`src/rtl/thermo_pkg.sv`:
```
// Shared definitions for the HVAC controller: FSM state encoding,
// default timing constants and small elaboration-time helpers.
package thermo_pkg;

   // Display-visible state encoding; values are fixed for the front panel.
   typedef enum logic [2:0] {
      ST_IDLE    = 3'd0,
      ST_HEAT    = 3'd1,
      ST_COOL    = 3'd2,
      ST_PURGE   = 3'd3,
      ST_LOCKOUT = 3'd4
   } state_t;

   // Default timing: one tick per second at 100 MHz.
   localparam int DEF_TICK_DIV    = 100000000;
   localparam int DEF_HYST        = 2;
   localparam int DEF_MIN_RUN     = 60;
   localparam int DEF_FAN_OVERRUN = 30;
   localparam int DEF_MIN_OFF     = 120;

   // Largest of three dwell limits; sizes the shared tick timer.
   function automatic int max3(input int a, input int b, input int c);
      int m;
      m = a;
      if (b > m) begin
         m = b;
      end else begin
         m = m;
      end
      if (c > m) begin
         m = c;
      end else begin
         m = m;
      end
      return m;
   endfunction

   // Bits needed to hold 0..max_val, never less than one.
   function automatic int timer_width(input int max_val);
      int w;
      if (max_val < 1) begin
         w = 1;
      end else begin
         w = $clog2(max_val + 1);
      end
      return w;
   endfunction

endpackage

```
`src/rtl/tick_gen.sv`:
```
// Timing-tick prescaler: counts 0..TICK_DIV-1 and flags the last count.
// A synchronous clear restarts the count so every FSM state begins on a
// fresh tick boundary.
module tick_gen
   import thermo_pkg::*;
#(
   parameter int TICK_DIV = DEF_TICK_DIV
) (
   input  logic clk,
   input  logic rst,
   input  logic clr,
   output logic tick
);

   localparam int                CNT_W    = $clog2(TICK_DIV);
   localparam logic [CNT_W-1:0]  CNT_LAST = CNT_W'(TICK_DIV - 1);
   localparam logic [CNT_W-1:0]  CNT_ONE  = CNT_W'(1);

   logic [CNT_W-1:0] cnt_r;

   // Free-running modulo-TICK_DIV counter, restarted on clear.
   always_ff @(posedge clk or posedge rst) begin
      if (rst) begin
         cnt_r <= '0;
      end else if (clr) begin
         cnt_r <= '0;
      end else if (cnt_r == CNT_LAST) begin
         cnt_r <= '0;
      end else begin
         cnt_r <= cnt_r + CNT_ONE;
      end
   end

   assign tick = (cnt_r == CNT_LAST);

endmodule

```
`src/rtl/hvac_controller.sv`:
```
// HVAC controller: thermostat FSM with hysteresis, minimum run time,
// fan overrun purge and compressor lockout. Outputs are registered and
// follow the registered state, so they move one cycle after the
// condition that caused a transition is sampled.
module hvac_controller
   import thermo_pkg::*;
#(
   parameter int TICK_DIV    = DEF_TICK_DIV,
   parameter int HYST        = DEF_HYST,
   parameter int MIN_RUN     = DEF_MIN_RUN,
   parameter int FAN_OVERRUN = DEF_FAN_OVERRUN,
   parameter int MIN_OFF     = DEF_MIN_OFF
) (
   input  logic       clk,
   input  logic       Reset,
   input  logic       Enable,
   input  logic [7:0] CurrentTemp,
   input  logic [7:0] ChangedTemp,
   output logic       Heat,
   output logic       Cool,
   output logic       Fan,
   output logic [2:0] State
);

   localparam int               TMR_MAX = max3(MIN_RUN, FAN_OVERRUN, MIN_OFF);
   localparam int               TMR_W   = timer_width(TMR_MAX);
   localparam logic [TMR_W-1:0] TMR_SAT = {TMR_W{1'b1}};
   localparam logic [TMR_W-1:0] TMR_ONE = TMR_W'(1);
   localparam logic [TMR_W-1:0] RUN_T   = TMR_W'(MIN_RUN);
   localparam logic [TMR_W-1:0] PURGE_T = TMR_W'(FAN_OVERRUN);
   localparam logic [TMR_W-1:0] OFF_T   = TMR_W'(MIN_OFF);
   localparam logic [8:0]       HYST_9  = 9'(HYST);

   state_t           state_r;
   state_t           state_nxt_s;
   logic [TMR_W-1:0] timer_r;
   logic [TMR_W-1:0] timer_eff_s;
   logic             tick_s;
   logic             trans_s;
   logic [8:0]       cur_9_s;
   logic [8:0]       set_9_s;
   logic             heat_dem_s;
   logic             cool_dem_s;

   // Demand comparisons widened to 9 bits so setpoint +/- band never wraps.
   always_comb begin
      cur_9_s    = {1'b0, CurrentTemp};
      set_9_s    = {1'b0, ChangedTemp};
      heat_dem_s = ((cur_9_s + HYST_9) < set_9_s);
      cool_dem_s = (cur_9_s > (set_9_s + HYST_9));
   end

   // Timer value including the tick landing this cycle, so a state exits
   // on the very edge its last tick completes (dwell = N * TICK_DIV).
   always_comb begin
      if (tick_s && (timer_r != TMR_SAT)) begin
         timer_eff_s = timer_r + TMR_ONE;
      end else begin
         timer_eff_s = timer_r;
      end
   end

   // Next-state decision; PURGE and LOCKOUT ignore Enable so they always finish.
   always_comb begin
      state_nxt_s = state_r;
      case (state_r)
         ST_IDLE: begin
            if (Enable && heat_dem_s) begin
               state_nxt_s = ST_HEAT;
            end else if (Enable && cool_dem_s) begin
               state_nxt_s = ST_COOL;
            end else begin
               state_nxt_s = ST_IDLE;
            end
         end
         ST_HEAT: begin
            if (!Enable || ((CurrentTemp >= ChangedTemp) && (timer_eff_s >= RUN_T))) begin
               state_nxt_s = ST_PURGE;
            end else begin
               state_nxt_s = ST_HEAT;
            end
         end
         ST_COOL: begin
            if (!Enable || ((CurrentTemp <= ChangedTemp) && (timer_eff_s >= RUN_T))) begin
               state_nxt_s = ST_PURGE;
            end else begin
               state_nxt_s = ST_COOL;
            end
         end
         ST_PURGE: begin
            if (timer_eff_s >= PURGE_T) begin
               state_nxt_s = ST_LOCKOUT;
            end else begin
               state_nxt_s = ST_PURGE;
            end
         end
         ST_LOCKOUT: begin
            if (timer_eff_s >= OFF_T) begin
               state_nxt_s = ST_IDLE;
            end else begin
               state_nxt_s = ST_LOCKOUT;
            end
         end
         default: begin
            state_nxt_s = ST_LOCKOUT;
         end
      endcase
      trans_s = (state_nxt_s != state_r);
   end

   tick_gen #(
      .TICK_DIV (TICK_DIV)
   ) u_tick_gen (
      .clk  (clk),
      .rst  (Reset),
      .clr  (trans_s),
      .tick (tick_s)
   );

   // State, dwell timer and Moore outputs; reset lands in a full lockout.
   always_ff @(posedge clk or posedge Reset) begin
      if (Reset) begin
         state_r <= ST_LOCKOUT;
         timer_r <= '0;
         Heat    <= 1'b0;
         Cool    <= 1'b0;
         Fan     <= 1'b0;
         State   <= 3'd4;
      end else begin
         state_r <= state_nxt_s;
         if (trans_s) begin
            timer_r <= '0;
         end else begin
            timer_r <= timer_eff_s;
         end
         Heat  <= (state_nxt_s == ST_HEAT);
         Cool  <= (state_nxt_s == ST_COOL);
         Fan   <= (state_nxt_s == ST_HEAT) || (state_nxt_s == ST_COOL) ||
                  (state_nxt_s == ST_PURGE);
         State <= state_nxt_s;
      end
   end

endmodule

```
`config.mk`:
```
export PLATFORM = sky130hd
export DESIGN_NAME = hvac_controller
export DESIGN_NICKNAME = d
export VERILOG_FILES = /design/src/rtl/thermo_pkg.sv /design/src/rtl/tick_gen.sv /design/src/rtl/hvac_controller.sv
export SDC_FILE = /design/constraint.sdc
export NUM_CORES = 1
export LEC_CHECK = 0
export BUFFER_PORTS_ARGS = -buffer_cell sky130_fd_sc_hd__buf_2
export CORE_ASPECT_RATIO = 0.7
export CORE_MARGIN = 2
export CORE_UTILIZATION = 60
export CTS_CLUSTER_SIZE = 24
export DETAILED_ROUTE_END_ITERATION = 16
export PLACE_DENSITY = 0.77
export SYNTH_ARGS = -nofsm -noshare
export SYNTH_HDL_FRONTEND = slang
export SYNTH_SLANG_ARGS = --single-unit
```
`constraint.sdc`:
```
create_clock -name clk -period 3.3 [get_ports clk]
set_input_delay 0.165 -clock clk [delete_from_list [all_inputs] [get_ports clk]]
set_output_delay 0.165 -clock clk [all_outputs]
set_load 0.02 [all_outputs]
```
==> results.cfg <==
[outcome]
status = finished, final reports clean

[hold_path]
min_path_type = in2reg

[yosys]
synth-edff-count = 0
syn-num-nets = 377
synth_ff_type = dfrtp_1
seq_area_frac_synth_pct = 33.6
synth_area_um2 = 2990
ys.warnings.count = 0
synth_cell_types = 55
synth-async-reset-ratio_pct = 100
ys_ff_latch = 40
synthTopCellsByArea = dfrtp_1 (33%), ha_1 (11%), xnor2_1 (6.2%)
synth_top_area_cell = dfrtp_1
syn_avg_cell_area_um2 = 8.99
syn-instance-count = 332
synth_top_area_share_pct = 32.7

[layout]
final_cell_mix = dfrtp_1 (39), nor2_1 (29), nand2_1 (27)
syn_to_final_growth_pct = 12.5
final_cells = 435
final_common_cell = dfrtp_1
drive_gt1_share_pct = 14.2
nNetsFinal = 410
fillers = 414
n_antenna_cell = 0

[power]
power_density_nw_per_um2 = 499
p_leak_nw = 1.51
ir_drop_mv = 0.243

[sta]
slew_viol_final = 0
fmax_ghz = 0.322
worstMarginPinSlew_ns = 0.537
timing.final.crit_share_pct = 94.1
fin_skew_ns = 0.00827
relSlewSlack_pct = 64.2
finalSetupViolCount = 0
rsz0062_at_grt = false
final.setup.worst_slack_ns = 0.195
hold_viol = 0
finalCriticalPeriod_ns = 3.10
tns_ns = 0
whs_ns = 0.449

[placement]
dpl.cell_count = 423
port_buffers = 24
dp_hpwl_um = 5200
place_ws_ns = 0.0493
gp_congestion = 0.922

[detailed_routing]
vias = 2608
first_pass_iters = 5
drc = 0
ant_nets = 0
viasPerCell = 6.00
dr.first_iter.drc_count = 194
finalWirelength_um = 7040
post_drt_wl_per_cell_um = 16.2

[global_routing]
gr-total-overflow = 0
grt_first_pass_wirelength_um = 11500
grt_max_degree = 41
track_usage_pct = 26.5
antenna_found_initial = 0
first_global_vias = 2400

[floorplan]
io_pins = 25
die_width_um = 88.3
initial_core_util_pct = 62.4
die_h_um = 63.0
core_um2 = 4780
die_area_um2 = 5560
rows = 21

[critical_path]
cp.required_ns = 3.49
setup.worst_path.start_class = register
end_kind = register
path_max_fanout = 17
critical_path_class = reg2reg
arrival_ns = 3.30

[clocking]
cts_buffers = 5
h-tree-depth = 2
clock-sinks = 40
cts_tree = built
clock_latency_ns = 0.29
clk_pin_slew_ns = 0.08
cts_buffer_depth = 2
cts_root_buf = clkbuf_8

[flow_run]
drv_cap = 0
==> routing by layer <==
layer	global-route usage [%]	wire length (um)	vias up	part of all wire [%]
met5	0	0	-	0
li1	-	-	1267	-
met1	43.6	3590	1242	51
met4	6.25	51	0	0.72
met2	34.3	2910	91	41
met3	6.21	492	8	7.0
==> report_power, final <==
| part | internal (mW) | switching (mW) |
|---|---|---|
| logic | 0.271 | 0.418 |
| clock network | 0.225 | 0.174 |
| registers | 0.536 | 0.0545 |
==> sequential cells by signal, summed over array words and instances (netlist names) <==
signal            count
timer_r               7
Heat                  1
state_r               3
Fan                   1
Cool                  1
u_tick_gen.cnt_r     27
==> final cells by class <==
class / count / area (um^2) / share of cell area, %
sequential: 40 / 1000 / 29.8
clock buffer: 6 / 72.6 / 2.16
inverter: 16 / 60.1 / 1.79
clock inverter: 2 / 35.0 / 1.04
tap: 69 / 86.3 / 2.57
multi-input combinational: 270 / 1890 / 56.4
timing repair buffer: 32 / 208 / 6.18
==> worst paths after layout <==
kind                                      from                   end  slack, ns  cells past startpoint
max                        u_tick_gen.cnt_r[0]   u_tick_gen.cnt_r[7]       0.20                     11
min                                     Enable                  Heat       0.45                      5
max reg2reg                u_tick_gen.cnt_r[0]   u_tick_gen.cnt_r[7]       0.20                     11
min reg2reg                u_tick_gen.cnt_r[0]   u_tick_gen.cnt_r[0]       0.50                      1
max in group asynchronous                Reset            state_r[2]       2.39                      4
min in group asynchronous                Reset  u_tick_gen.cnt_r[20]       0.53                      4
==> kinds of logic (layout without fill, tap and decap cells) <==
kind of cell | Yosys count | after routing | synth area share [%]
XOR/XNOR | 38 | 38 | 11.1
buffers and inverters | 23 | 56 | 3.52
flip-flops | 40 | 40 | 33.6
multiplexers | 1 | 1 | 0.377
AO/OA/AOI/OAI | 49 | 50 | 12.0
AND/OR/NAND/NOR | 155 | 155 | 28.5
adder cells (fa/ha/maj) | 26 | 26 | 10.9
==> worst max-delay path, cell delays in order, from the launching register on <==
cell,delay [ns]
dfrtp_1,0.39
ha_1,0.22
and4_1,0.27
and4_1,0.29
a31oi_1,0.11
a41oi_1,0.33
and2_1,0.25
o311ai_2,0.13
a21oi_1,0.49
o21ai_4,0.13
buf_12,0.17
nor3_1,0.21
==> per-stage QoR <==
| stage | total power [mW] | util [%] | instance area (um^2) |
|---|---|---|---|
| CTS | 1.51 | 69.0 | 3300 |
| floorplan | 1.02 | - | 2990 |
| detailed placement | 1.12 | 66.6 | 3180 |
| global placement | 1.11 | 66.6 | 3180 |
| finish | 1.68 | 70.2 | 3360 |
| global route | 1.77 | 70.2 | 3360 |
==> timing repair <==
action,4_1_cts,5_1_grt
setup buffers,0,2
setup endpoints to repair,0,34
hold buffers,1,0
hold endpoints to repair,14,0
gates resized for setup,0,1
==> synthesized netlist by cell type, drive strengths merged (2+ instances only) <==
master and n:
a211oi 2, a21o 2, a21oi 9, a31oi 7, and2 5, and3 12, and4 5, buf 3
clkbuf 4, dfrtp 39, ha 26, inv 16, nand2 27, nand2b 4, nand3 17, nand4 9
nand4b 4, nor2 29, nor2b 3, nor3 24, nor3b 2, nor4 4, nor4b 2, o211a 2
o211ai 3, o21a 4, o21ai 9, o22a 2, or2 3, xnor2 21, xor2 17
Power figures use the tool's default switching activity.
